**src/rtl/gcd_pkg.sv**
```systemverilog
// gcd_pkg: shared definitions for the iterative GCD engine.
// Holds the controller state encodings and the state enum used by gcd_engine.
package gcd_pkg;

  localparam logic [1:0] ENC_IDLE = 2'd0;
  localparam logic [1:0] ENC_CALC = 2'd1;
  localparam logic [1:0] ENC_DONE = 2'd2;

  typedef enum logic [1:0] {
    IDLE = ENC_IDLE,
    CALC = ENC_CALC,
    DONE = ENC_DONE
  } gcd_state_t;

endpackage

```
**src/rtl/gcd_step.sv**
```systemverilog
// gcd_step: one combinational iteration of subtractive GCD.
// Ports:
//   a, b       current operand registers
//   a_nxt      next A (A-B when A>B, else A unchanged)
//   b_nxt      next B (B-A when B>A, else B unchanged)
//   term       iteration terminates this cycle
//   both_zero  terminated because both operands are zero
//   result     GCD value, meaningful only when term=1
module gcd_step #(
  parameter int WIDTH = 16
) (
  input  logic [WIDTH-1:0] a,
  input  logic [WIDTH-1:0] b,
  output logic [WIDTH-1:0] a_nxt,
  output logic [WIDTH-1:0] b_nxt,
  output logic             term,
  output logic             both_zero,
  output logic [WIDTH-1:0] result
);

  always_comb begin
    a_nxt     = a;
    b_nxt     = b;
    term      = 1'b0;
    both_zero = 1'b0;
    result    = '0;
    if (a == '0 && b == '0) begin
      term      = 1'b1;
      both_zero = 1'b1;
    end else if (a == '0 || b == '0) begin
      // one side is zero, so the OR is simply the non-zero operand
      term   = 1'b1;
      result = a | b;
    end else if (a == b) begin
      term   = 1'b1;
      result = a;
    end else if (a > b) begin
      a_nxt = a - b;
    end else begin
      b_nxt = b - a;
    end
  end

endmodule

```
**src/rtl/gcd_engine.sv**
```systemverilog
// gcd_engine: iterative subtractive GCD with start/busy/done handshake.
// Optional feature macro: GCD_CYCLE_COUNT_EN adds the 'cycles' output.
// Ports:
//   clk       system clock, rising edge
//   rst       synchronous active-high reset
//   start     request, sampled only in IDLE or DONE
//   a_in,b_in operands, captured with an accepted start
//   busy      high while computing (CALC)
//   done      high in DONE, held until next accepted start or rst
//   gcd_out   result, valid while done=1
//   zero_err  high with done when both operands were zero
//   cycles    CALC cycle count, frozen in DONE (GCD_CYCLE_COUNT_EN only)
module gcd_engine
  import gcd_pkg::*;
#(
  parameter int WIDTH = 16
) (
  input  logic             clk,
  input  logic             rst,
  input  logic             start,
  input  logic [WIDTH-1:0] a_in,
  input  logic [WIDTH-1:0] b_in,
  output logic             busy,
  output logic             done,
  output logic [WIDTH-1:0] gcd_out,
  output logic             zero_err
`ifdef GCD_CYCLE_COUNT_EN
  ,
  output logic [WIDTH-1:0] cycles
`endif
);

  gcd_state_t       state_q, state_d;
  logic [WIDTH-1:0] a_q, b_q;
  logic [WIDTH-1:0] gcd_q;
  logic             zero_q;
  logic             accept;

  logic [WIDTH-1:0] a_nxt, b_nxt, step_result;
  logic             step_term, step_both_zero;

  gcd_step #(.WIDTH(WIDTH)) u_step (
    .a         (a_q),
    .b         (b_q),
    .a_nxt     (a_nxt),
    .b_nxt     (b_nxt),
    .term      (step_term),
    .both_zero (step_both_zero),
    .result    (step_result)
  );

  // start is only honoured outside CALC; a request mid-computation is dropped
  assign accept = start && (state_q != CALC);

  always_comb begin
    state_d = state_q;
    case (state_q)
      IDLE, DONE: if (start) state_d = CALC;
      CALC:       if (step_term) state_d = DONE;
      default:    state_d = IDLE;
    endcase
  end

  always_ff @(posedge clk) begin
    if (rst) begin
      state_q <= IDLE;
      a_q     <= '0;
      b_q     <= '0;
      gcd_q   <= '0;
      zero_q  <= 1'b0;
    end else begin
      state_q <= state_d;
      if (accept) begin
        a_q    <= a_in;
        b_q    <= b_in;
        zero_q <= 1'b0;
      end else if (state_q == CALC) begin
        a_q <= a_nxt;
        b_q <= b_nxt;
        if (step_term) begin
          gcd_q  <= step_result;
          zero_q <= step_both_zero;
        end
      end
    end
  end

`ifdef GCD_CYCLE_COUNT_EN
  logic [WIDTH-1:0] cnt_q;

  // counts every CALC edge including the terminating one; holds in DONE
  always_ff @(posedge clk) begin
    if (rst)                     cnt_q <= '0;
    else if (accept)             cnt_q <= '0;
    else if (state_q == CALC)    cnt_q <= cnt_q + 1'b1;
  end

  assign cycles = cnt_q;
`endif

  assign busy     = (state_q == CALC);
  assign done     = (state_q == DONE);
  assign gcd_out  = gcd_q;
  assign zero_err = zero_q;

endmodule

```
**config.mk**
```make
export PLATFORM = sky130hd
export DESIGN_NAME = gcd_engine
export DESIGN_NICKNAME = d
export VERILOG_FILES = /design/src/rtl/gcd_pkg.sv /design/src/rtl/gcd_step.sv /design/src/rtl/gcd_engine.sv
export SDC_FILE = /design/constraint.sdc
export NUM_CORES = 1
export LEC_CHECK = 0
export BUFFER_PORTS_ARGS = -buffer_cell sky130_fd_sc_hd__buf_4
export CAP_MARGIN = 20
export CELL_PAD_IN_SITES_DETAIL_PLACEMENT = 0
export CELL_PAD_IN_SITES_GLOBAL_PLACEMENT = 1
export CORE_MARGIN = 1
export CORE_UTILIZATION = 45
export DETAILED_ROUTE_END_ITERATION = 7
export PLACE_DENSITY = 0.88
export SLEW_MARGIN = 20
export SYNTH_ARGS = -nofsm -noshare
export SYNTH_HDL_FRONTEND = slang
export SYNTH_HIERARCHICAL = 1
export SYNTH_SLANG_ARGS = --single-unit
```
**constraint.sdc**
```tcl
create_clock -name clk -period 3.7 [get_ports clk]
set_clock_uncertainty 0.15 [all_clocks]
set_input_delay 0.37 -clock clk [delete_from_list [all_inputs] [get_ports clk]]
set_output_delay 0.37 -clock clk [all_outputs]
set_load 0.005 [all_outputs]
```
==> summary.txt, run 1 <==
Run status
  – Outcome: complete, no violations

Synth
  – Synth area leaders: dfxtp_1, ha_1, a211oi_2, mux2i_1, nand2_1
  – Syn Inst Count: approximately 590
  – Adder-cell share of the synthesized area: 0.1338
  – Number of enable flip-flop cells after synthesis: 0
  – Post-synth top area share: 0.2175
  – Synth cell types: ~50
  – Synth Cell Area: roughly 0.0047 sq mm
  – Largest family of logic cells by synthesized area: compound AO/OA/AOI/OAI gates
  – Compound-Gate Fraction of Synth Area: 0.2631
  – Seq/Total Area, Yosys: 0.2175
  – Flops & latches, synth: 51
  – Mux share of post-synthesis cell area: 0.07278
  – Post-synth ARST share: 0
  – Yosys top cell by area: dfxtp_1
  – Post-Synth XOR/XNOR Area: 0.05412
  – Warnings from Yosys: 6
  – Syn avg cell area: approximately 8 sq um
  – Post-Syn Nets: between 600 and 700
  – Post-synthesis simple-gate area fraction: 0.1648
  – Top_reg_cell synth: dfxtp_1

Timing
  – Min Clock Period, post-route: around 3.4 ns
  – Total Neg Setup Slack: 0 ns
  – Period utilization: 0.9141
  – Rel. slew slack: 0.4883
  – Hold Fails Final Rpt: 0
  – Fmax: between 0.2 and 0.3 GHz
  – Pins Over Slew Limit: 0
  – RSZ-0062 raised after global routing: no
  – Worst slew pin tran: 0.7675 ns
  – Setup Viol. Count Final: 0

Routing
  – Vias per Instance: roughly 5.6
  – Post-route ant nets: 0
  – Drt wl/cell: between 15 and 20 um
  – Drt drc: 0
  – Drt pass-1 iters: 5
  – Initial DRC Count: ~320
  – Vias: 4241
  – Routed WL: 13120 um

Finish
  – N_diodes: 0
  – Fillers: around 1000
  – Post-Layout Cell Count: between 700 and 800
  – Layout cell share with drive strength beyond 1: 0.2277
  – Design area: ~0.0052 sq mm
  – Area Overhead vs Synth: 11.81%
  – Post-layout util: 0.5271
  – Final Net Count: between 700 and 800

Global routing
  – Antenna violations before repair: 0
  – Largest net degree at the start of global routing: 52
  – Grt peak-use layer: met2
  – Congestion Overflow GR: 0
  – Global Route Usage Sum: 0.2514
  – GR Util met3: 0.02757
  – First-pass GRT wire length: between 20000 and 25000 um
  – Vias in the first global route: 4041
  – Met1 Use GR: 0.3680
  – Met2 Track Usage GR: 0.3857

Placed design
  – GP Congestion: approximately 0.94
  – Placed cells: between 700 and 800
  – Dpl cell area: 0.005142 sq mm
  – HPWL Detailed: roughly 10000 um
  – Port Buffer Count: 53

CTS
  – CTS sink count: slightly above 50
  – CTS Buf Count: 5
  – Max Buffers Root-to-Sink: 2
  – Root Driver: clkbuf_8
  – CTS H-tree lvls: 2
  – Post-CTS Repair Setup Buffers: 0
  – CTS tree: yes
  – Clock Latency Late Sink: 0.32 ns
  – Clock Pin Slew Worst Setup and Hold Paths: approximately 0.11 ns

Pwr
  – Pwr/cell area: between 500 and 600 mW/mm^2
  – Pleak: around 2.2 nW
  – Peak supply drop: 202.8 uV

Setup path
  – Crit-path max FO: 13
  – Setup slack, reg-to-reg: between 0.3 and 0.4 ns
  – Crit. End Element: flip-flop
  – WP data required: 3.79 ns
  – CP Class: reg2reg
  – Startpoint Class: flip-flop
  – Critical path arrival: between 3 and 4 ns

Floorplan
  – Row cnt: 36
  – Die W: around 100 um
  – Starting Density: 0.4715
  – Core Region: ~0.010 sq mm
  – I/O pins: 54
  – Chip height: about 100 um
  – Die area: around 0.011 sq mm

Run
  – Max-cap violations: 0

Hold path
  – Min-Delay Path Class: in2reg
## cell type report
class,instances,area (sq um),area share
timing repair buffer,71,533.0,0.1016
clock buffer,6,82.58,0.01574
clock inverter,2,16.27,0.003100
sequential,51,1021,0.1946
inverter,50,187.7,0.03577
tap,133,166.4,0.03171
multi-input combinational,448,3241,0.6175
## synthesized netlist by cell type (8+ instances only)
master	n
nand2_1	71
nor2_1	60
dfxtp_1	51
inv_1	50
ha_1	47
a21oi_1	46
mux2i_1	33
a211oi_2	31
o21ai_0	29
xnor2_1	25
a21oi_2	17
buf_6	11
nor4_1	11
clkbuf_1	9
buf_2	8
o21bai_1	8
## layer usage
metal,wire [um],share of wire
met4,275,0.021
met5,0,0
met2,5643,0.43
met3,844,0.064
met1,6359,0.48
## path summary, 6_finish.rpt
check | startpoint | end | cells after the start
setup / recovery | a_q[6]$_SDFFE_PP0P_ | b_q[2]$_SDFFE_PP0P_ | 12
setup reg to reg | a_q[6]$_SDFFE_PP0P_ | b_q[2]$_SDFFE_PP0P_ | 12
hold reg to reg | gcd_out[14]$_SDFFE_PP0P_ | gcd_out[14]$_SDFFE_PP0P_ | 2
hold / removal | b_in[13] | b_q[13]$_SDFFE_PP0P_ | 3
## cell families (layout without fill, tap and decap cells)
kind of cell             Yosys count  in the layout
multiplexers                      34             34
buffers and inverters             86            129
flip-flops                        51             51
XOR/XNOR                          29             29
adder cells (fa/ha/maj)           49             49
AO/OA/AOI/OAI                    164            164
AND/OR/NAND/NOR                  172            172
## cells in the final DEF (no fill, tap or decap), drive strengths merged, types with 4 or more instances in the layout
cell type  instances
a211oi            34
xor2               4
o21bai             8
nand2             71
nor2b              5
dfxtp             51
inv               50
nor4              11
clkbuf             6
xnor2             25
nor2              61
o31ai              7
nand2b             4
ha                47
buf               71
a21oi             63
mux2i             33
nor3               4
o21ai             35
## flip-flops by register name, summed over array words and instances (netlist names)
signal,flops
zero_err,1
b_q,16
a_q,16
state_q,2
gcd_out,16
## report_power, final
group / total (W) / switching, W / internal, W
Combinational: 0.00199 / 0.00118 / 0.000811
Sequential: 0.000704 / 0.0000920 / 0.000612
Clock: 0.000367 / 0.000213 / 0.000154
Total: 0.00306 / 0.00148 / 0.00158
## through the flow
| step | total power [W] | hold WS [ns] | setup slack, ns |
|---|---|---|---|
| finish | 0.003058 | 0.2533 | 0.3179 |
| CTS | 0.003040 | 0.2482 | 0.2400 |
| detailed placement | 0.002660 | 0.2995 | 0.2839 |
| global route | 0.003308 | 0.2793 | 0.08762 |
| floorplan | 0.002225 | 0.3027 | 0.8226 |
| global placement | 0.002647 | 0.2935 | 0.3748 |
## worst max-delay path, cell delays in order, from the launching register on
cell      delay (ns)
dfxtp_1         0.50
inv_1           0.12
ha_1            0.33
or4_4           0.54
nor4b_2         0.30
nand2_1         0.14
nand3_2         0.17
nand3b_2        0.35
buf_4           0.26
nor2_1          0.08
a21oi_2         0.10
nor2_1          0.06
a211oi_2        0.21
## timing repair
| action | 4_1_cts | 5_1_grt |
|---|---|---|
| setup endpoints to repair | 0 | 5 |
| resized for setup | 0 | 1 |
| hold buffers | 0 | 0 |
Note: power is estimated with default switching activity, not from simulation.
==> run 2: changes to the inputs <==
- RECOVER_POWER: not set -> 50
==> run 2 against run 1 <==
Wire length rose by 0.36%. Combinational power barely moved. Sequential share of layout area rose by 0.14 points. First-iteration DRC count rose by 2.2%. Fmax barely moved. Critical endpoint unchanged. Largest power group unchanged.
==> summary.txt, run 2 (synthesized netlist as in run 1, its figures left out) <==
Global routing
  – Grt peak-use layer: met2 (unchanged)
  – Congestion Overflow GR: 0 (unchanged)
  – Antenna violations before repair: 0 (unchanged)
  – Largest net degree at the start of global routing: 52 (unchanged)
  – Vias in the first global route: 4041 (unchanged)
  – Met1 Use GR: 0.3680 (unchanged)
  – Global Route Usage Sum: 0.2514 (unchanged)
  – Met2 Track Usage GR: 0.3857 (unchanged)
  – GR Util met3: 0.02757 (unchanged)
  – First-pass GRT wire length: 21740 um (unchanged)

Setup path
  – Setup slack, reg-to-reg: 0.32 ns (about the same)
  – Critical path's top delay family: simple AND/OR/NAND/NOR gates (unchanged)
  – Worst r2r src: a_q[6]$_SDFFE_PP0P_ (unchanged)
  – Crit-path most repeated cell: nor2_1 (unchanged)
  – Capturing point of the worst reg2reg path: b_q[2]$_SDFFE_PP0P_ (unchanged)
  – Critical path arrival: 3.47 ns (was 3.48 ns)
  – CP Class: reg2reg (unchanged)
  – WP data required: 3.79 ns (about the same)
  – Max incr delay on CP: 0.54 ns (about the same)
  – WP buf/inv: 2 (unchanged)
  – Crit-path max FO: 13 (unchanged)
  – Crit. End Element: flip-flop (unchanged)
  – Slowest CP cell: or4_4 (unchanged)
  – Worst-path cell chain: inv_1, ha_1, or4_4, nor4b_2, nand2_1, nand3_2, nand3b_2, buf_4, nor2_1, a21oi_2, nor2_1, a211oi_2 (unchanged)
  – Startpoint Class: flip-flop (unchanged)
  – R2r worst-path depth: 12 (unchanged)

Placed design
  – Placed cells: 753 (unchanged)
  – HPWL Detailed: 10120 um (unchanged)
  – Pre-CTS WS: 0.2839 ns (unchanged)
  – Dpl cell area: 0.005142 sq mm (unchanged)
  – Port Buffer Count: 53 (unchanged)
  – GP Congestion: 0.9437 (unchanged)

CTS
  – CTS Buf Count: 5 (unchanged)
  – Root Driver: clkbuf_8 (unchanged)
  – CTS sink count: 51 (unchanged)
  – Clock Latency Late Sink: 0.32 ns (about the same)
  – Post-CTS Repair Setup Buffers: 0 (unchanged)
  – CTS H-tree lvls: 2 (unchanged)
  – Cts-stage hold buffer count: 0 (unchanged)
  – Max Buffers Root-to-Sink: 2 (unchanged)
  – CTS tree: yes (unchanged)
  – Clock Pin Slew Worst Setup and Hold Paths: 0.12 ns (was 0.11 ns)

Pwr
  – Pwr/cell area: 584.0 mW/mm^2 (was 582.8 mW/mm^2)
  – Pleak: 2.149 nW (was 2.171 nW)
  – Peak supply drop: 202.9 uV (was 202.8 uV)

Timing
  – RSZ-0062 raised after global routing: no (unchanged)
  – Hold Fails Final Rpt: 0 (unchanged)
  – Fmax: 0.2959 GHz (was 0.2957 GHz)
  – Pins Over Slew Limit: 0 (unchanged)
  – Setup Viol. Count Final: 0 (unchanged)
  – Period utilization: 0.9133 (was 0.9141)
  – Final worst setup slack: 0.3207 ns (was 0.3179 ns)
  – Total Neg Setup Slack: 0 ns (unchanged)
  – Worst slew pin tran: 1.405 ns (was 0.7675 ns)
  – Rel. slew slack: 0.06353 (was 0.4883)
  – Min Clock Period, post-route: 3.379 ns (was 3.382 ns)

Hold path
  – Hold_sp: b_in[13] (unchanged)
  – Worst Hold Endpoint: b_q[13]$_SDFFE_PP0P_ (unchanged)
  – Worst hold stages: 3 (unchanged)
  – Min-Delay Path Class: in2reg (unchanged)

Routing
  – Drt wl/cell: 17.31 um (was 17.24 um)
  – Post-route ant nets: 0 (unchanged)
  – Routed WL: 13170 um (was 13120 um)
  – Initial DRC Count: 322 (was 315)
  – Drt pass-1 iters: 5 (unchanged)
  – Vias per Instance: 5.615 (was 5.573)
  – Vias: 4273 (was 4241)
  – Drt drc: 0 (unchanged)

Finish
  – Area occupied by multi-input gates: 0.003206 sq mm (was 0.003241 sq mm)
  – Area Overhead vs Synth: 11.01% (was 11.81%)
  – Fillers: 1011 (was 1001)
  – Storage element area: 0.001021 sq mm (unchanged)
  – Post-layout util: 0.5234 (was 0.5271)
  – Design area: 0.005210 sq mm (was 0.005248 sq mm)
  – Layout cell share with drive strength beyond 1: 0.2150 (was 0.2277)
  – N_diodes: 0 (unchanged)
  – Most common cell after layout, fill and taps aside: nand2_1
  – Most frequent cells in the layout: nand2_1, nor2_1, buf_4 (was nand2_1, buf_4, nor2_1)
  – Post-Layout Cell Count: 761 (unchanged)
  – Final Net Count: 711 (unchanged)

Run
  – Max-cap violations: 0 (unchanged)

Floorplan
  – Die W: 104.1 um (unchanged)
  – Starting Density: 0.4715 (unchanged)
  – Core Region: 0.009955 sq mm (unchanged)
  – Row cnt: 36 (unchanged)
  – Die area: 0.01084 sq mm (unchanged)
  – Chip height: 104.1 um (unchanged)
  – I/O pins: 54 (unchanged)

Run status
  – Outcome: complete, no violations (unchanged)
[run 2: changes by cell type in the layout (fill, tap and decap cells not counted)]
| cell | delta |
|---|---|
| a211oi_1 | +4 |
| a211oi_2 | -4 |
| a21oi_1 | +1 |
| a21oi_2 | -1 |
| buf_4 | -19 |
| clkbuf_2 | +1 |
| clkbuf_4 | +18 |
| nand2b_1 | +1 |
| nand2b_2 | -1 |
| nand3b_1 | +1 |
| nand3b_2 | -1 |
| o211ai_1 | +1 |
| o211ai_2 | -1 |
[run 2: area by class of cell]
type	instances	share of cell area
clock buffers	6	0.01585
clock inverters	2	0.003122
inverters	50	0.03602
multi-input cells	448	0.6153
flip-flops and latches	51	0.1960
well taps	133	0.03194
repair buffers	71	0.1018
[run 2: worst max path at each step]
stage	start	endpoint	slack, ns	depth (start not counted)
finish	a_q[6]$_SDFFE_PP0P_	b_q[2]$_SDFFE_PP0P_	0.32	12
global route	a_q[0]$_SDFFE_PP0P_	a_q[2]$_SDFFE_PP0P_	0.07	13
CTS	a_q[9]$_SDFFE_PP0P_	b_q[2]$_SDFFE_PP0P_	0.24	12
detailed placement	a_q[9]$_SDFFE_PP0P_	b_q[2]$_SDFFE_PP0P_	0.28	12
global placement	a_q[11]$_SDFFE_PP0P_	b_q[3]$_SDFFE_PP0P_	0.37	12
floorplan	a_q[6]$_SDFFE_PP0P_	b_q[0]$_SDFFE_PP0P_	0.82	11
[run 2: power by group]
part | switching, W | internal [W]
Sequential | 0.0000913 | 0.000612
Combinational | 0.00117 | 0.000801
Clock | 0.000214 | 0.000154
Total | 0.00148 | 0.00157
[run 2: worst register-to-register path, stage by stage (launching register included)]
cell,delay (ns)
dfxtp_1,0.51
inv_1,0.13
ha_1,0.33
or4_4,0.54
nor4b_2,0.29
nand2_1,0.14
nand3_2,0.16
nand3b_2,0.34
buf_4,0.27
nor2_1,0.08
a21oi_2,0.10
nor2_1,0.06
a211oi_2,0.23
[run 2: metrics by stage]
step           total power (W)  hold WS, ns
5_1_grt               0.003288       0.2705
3_3_place_gp          0.002647       0.2935
2_1_floorplan         0.002225       0.3027
4_1_cts               0.003040       0.2482
6_report              0.003043       0.2510
3_5_place_dp          0.002660       0.2995
[run 2: routing by layer]
metal,vias to the layer above,routed length [um]
met5,-,0
met3,25,779
met1,2012,6434
met4,0,330
met2,143,5626
li1,2093,-
[run 2: timing repair]
item | 4_1_cts | 5_1_grt
endpoints found under the hold margin | 0 | 0
setup endpoints to repair | 0 | 5
gates resized for setup | 0 | 1
==> run 3: changes to the inputs <==
- CORE_UTILIZATION: 45 -> 43
- PLACE_DENSITY: 0.88 -> 0.86
- SYNTH_HIERARCHICAL: 1 -> not set
==> run 3 against run 2 <==
Clock power rose by 9.3%. Final cell count down 7.4%. Final area down 9.0%. Sequential cell count did not move. Fmax fell by 1.8%. Total power rose by 21%. Global-route usage up 0.52 points. Combinational power is 26% higher. Critical path depth down 2. Worst hold slack lost 0.11 ns. Critical endpoint is now a_q[13]$_SDFFE_PP0P_.
==> summary.txt, run 3 <==
Synth
  – Post-synth top area share: 0.2489 (was 0.2175)
  – Number of enable flip-flop cells after synthesis: 0 (unchanged)
  – Warnings from Yosys: 0 (was 6)
  – Post-synth ARST share: 0 (unchanged)
  – Yosys top cell by area: dfxtp_1 (unchanged)
  – Syn Inst Count: 527 (was 585)
  – Most frequent cells after synthesis: nor2_1, inv_1, dfxtp_1 (was nand2_1, nor2_1, dfxtp_1)
  – Post-Syn Nets: 611 (was 669)
  – Synth cell types: 62 (was 51)
  – Top_reg_cell synth: dfxtp_1 (unchanged)
  – Most common cell in the netlist: nor2_1 (was nand2_1)
  – Synth area leaders: dfxtp_1, ha_1, nor2_1, a21oi_1, inv_1 (was dfxtp_1, ha_1, a211oi_2, mux2i_1, nand2_1)
  – Flops & latches, synth: 51 (unchanged)
  – Seq/Total Area, Yosys: 0.2489 (was 0.2175)
  – Synth Cell Area: 0.004103 sq mm (was 0.004693 sq mm)
  – Syn avg cell area: 7.785 sq um (was 8.023 sq um)

Routing
  – Drt wl/cell: 17.58 um (was 17.31 um)
  – Post-route ant nets: 0 (unchanged)
  – Initial DRC Count: 225 (was 322)
  – Drt pass-1 iters: 6 (was 5)
  – Routed WL: 12390 um (was 13170 um)
  – Drt drc: 0 (unchanged)
  – Vias: 3964 (was 4273)
  – Vias per Instance: 5.623 (was 5.615)

Floorplan
  – Starting Density: 0.4440 (was 0.4715)
  – Core Region: 0.009240 sq mm (was 0.009955 sq mm)
  – Row cnt: 35 (was 36)
  – Die W: 99.68 um (was 104.1 um)
  – I/O pins: 54 (unchanged)
  – Chip height: 99.68 um (was 104.1 um)
  – Die area: 0.009936 sq mm (was 0.01084 sq mm)

Setup path
  – WP data required: 3.76 ns (was 3.79 ns)
  – CP Class: reg2reg (unchanged)
  – Critical path arrival: 3.50 ns (was 3.47 ns)
  – Max incr delay on CP: 0.58 ns (was 0.54 ns)
  – Startpoint Class: flip-flop (unchanged)
  – Worst-path cell chain: inv_1, ha_1, or4_4, or3_4, nor3_1, nand3b_2, or2_0, buf_4, a211oi_1, a311o_1 (was inv_1, ha_1, or4_4, nor4b_2, nand2_1, nand3_2, nand3b_2, buf_4, nor2_1, a21oi_2, nor2_1, a211oi_2)
  – Crit. End Element: flip-flop (unchanged)
  – Crit-path max FO: 9 (was 13)
  – Slowest CP cell: or4_4 (unchanged)

CTS
  – CTS Buf Count: 5 (unchanged)
  – Root Driver: clkbuf_8 (unchanged)
  – Clock Latency Late Sink: 0.31 ns (was 0.32 ns)
  – CTS tree: yes (unchanged)
  – Clock Pin Slew Worst Setup and Hold Paths: 0.10 ns (was 0.12 ns)
  – CTS sink count: 51 (unchanged)
  – CTS H-tree lvls: 2 (unchanged)
  – Max Buffers Root-to-Sink: 2 (unchanged)
  – Cts-stage hold buffer count: 0 (unchanged)

Finish
  – Most frequent cells in the layout: nor2_1, inv_1, dfxtp_1 (was nand2_1, nor2_1, buf_4)
  – Layout cell share with drive strength beyond 1: 0.1510 (was 0.2150)
  – Area Overhead vs Synth: 15.61% (was 11.01%)
  – N_diodes: 0 (unchanged)
  – Final Net Count: 660 (was 711)
  – Most common cell after layout, fill and taps aside: nor2_1 (was nand2_1)
  – Post-layout util: 0.5133 (was 0.5234)

Hold path
  – Min-Delay Path Class: in2reg (unchanged)

Timing
  – Min Clock Period, post-route: 3.442 ns (was 3.379 ns)
  – Rel. slew slack: 0.4389 (was 0.06353)
  – Period utilization: 0.9304 (was 0.9133)
  – Hold Fails Final Rpt: 0 (unchanged)
  – Fmax: 0.2905 GHz (was 0.2959 GHz)
  – Worst slew pin tran: 0.8385 ns (was 1.405 ns)
  – Total Neg Setup Slack: 0 ns (unchanged)
  – Setup Viol. Count Final: 0 (unchanged)
  – Final worst setup slack: 0.2576 ns (was 0.3207 ns)
  – RSZ-0062 raised after global routing: no (unchanged)
  – Pins Over Slew Limit: 0 (unchanged)
  – Min Hold Slack: 0.1364 ns (was 0.2510 ns)

Global routing
  – GR Util met3: 0.03233 (was 0.02757)
  – Congestion Overflow GR: 0 (unchanged)
  – First-pass GRT wire length: 19710 um (was 21740 um)
  – Met1 Use GR: 0.3720 (was 0.3680)
  – Antenna violations before repair: 0 (unchanged)
  – Vias in the first global route: 3661 (was 4041)
  – Met2 Track Usage GR: 0.4032 (was 0.3857)
  – Grt peak-use layer: met2 (unchanged)
  – Global Route Usage Sum: 0.2566 (was 0.2514)
  – Largest net degree at the start of global routing: 35 (was 52)

Run
  – Max-cap violations: 0 (unchanged)

Pwr
  – Peak supply drop: 291.8 uV (was 202.9 uV)
  – Pwr/cell area: 777.5 mW/mm^2 (was 584.0 mW/mm^2)
  – Pleak: 1.887 nW (was 2.149 nW)

Placed design
  – HPWL Detailed: 9465 um (was 10120 um)
  – Port Buffer Count: 53 (unchanged)
  – Pre-CTS WS: 0.2275 ns (was 0.2839 ns)
  – GP Congestion: 0.9247 (was 0.9437)

Run status
  – Outcome: complete, no violations (unchanged)
-- run 3: changes by cell type in the layout (fill, tap and decap cells not counted), moves of 5 or more --
cell	change
nor3_1	+9
a21oi_2	-16
o32ai_1	+10
o21ai_0	-13
nor2_1	+16
and3_1	+8
a211oi_2	-27
nand2_1	-43
nand3_1	+10
o21ai_1	-5
a211oi_1	+12
mux2i_1	-31
-- run 3: critical path: cells and delay by family (launching register included) --
kind	cells	cell delay, ns
AOI/OAI and AO/OA	2	0.41
adders and majority gates	1	0.39
buffers and inverters	2	0.28
DFF	1	0.42
and+or+nand+nor	5	1.69
-- run 3: cell type report --
type / instances / area, sq um
flip-flops and latches: 51 / 1021
clock buffers: 5 / 68.82
clock inverters: 2 / 37.54
well taps: 129 / 161.4
repair buffers: 68 / 508.0
multi-input cells: 396 / 2744
inverters: 54 / 202.7
fillers: 932 / 4497
-- run 3: worst paths after layout --
check / startpoint / cells past startpoint / to / slack, ns
worst max register to register: a_q[12]$_SDFFE_PP0P_ / 10 / a_q[13]$_SDFFE_PP0P_ / 0.26
worst max-delay path: a_q[12]$_SDFFE_PP0P_ / 10 / a_q[13]$_SDFFE_PP0P_ / 0.26
worst min-delay path: b_in[10] / 3 / b_q[10]$_SDFFE_PP0P_ / 0.14
worst min register to register: gcd_out[13]$_SDFFE_PP0P_ / 2 / gcd_out[13]$_SDFFE_PP0P_ / 0.35
-- run 3: timing repair --
item                                    in CTS  in global routing
endpoints found under the setup margin       0                  2
buffers inserted                             0                  0
resized for setup                            0                  1
-- run 3: power breakdown --
group / total, W / internal, W / switching, W
clock: 0.000401 / 0.000198 / 0.000203
combinational: 0.00249 / 0.00101 / 0.00148
sequential: 0.000799 / 0.000668 / 0.000131
-- run 3: metrics by stage --
| step | instances | power, W | cell area, sq um |
|---|---|---|---|
| 6_report | 705 | 0.003688 | 4743 |
| 3_3_place_gp | 698 | 0.003273 | 4642 |
| 4_1_cts | 705 | 0.003673 | 4748 |
| 5_1_grt | 705 | 0.003984 | 4743 |
| 2_1_floorplan | 527 | 0.002621 | 4103 |
| 3_5_place_dp | 698 | 0.003261 | 4642 |
-- run 3: routing by layer --
metal	part of all wire	wire (um)
met1	0.48	5893
met2	0.45	5578
met3	0.060	738
met4	0.015	180
met5	0	0
-- run 3: cell families (layout without fill, tap and decap cells) --
group / Yosys count / in the layout / synth area share
AOI/OAI and AO/OA: 146 / 146 / 0.2580
muxes: 2 / 2 / 0.004880
adders and majority gates: 49 / 49 / 0.1531
buffers and inverters: 80 / 129 / 0.08173
xor gates and xnor gates: 24 / 24 / 0.05124
DFF: 51 / 51 / 0.2489
and+or+nand+nor: 175 / 175 / 0.2022
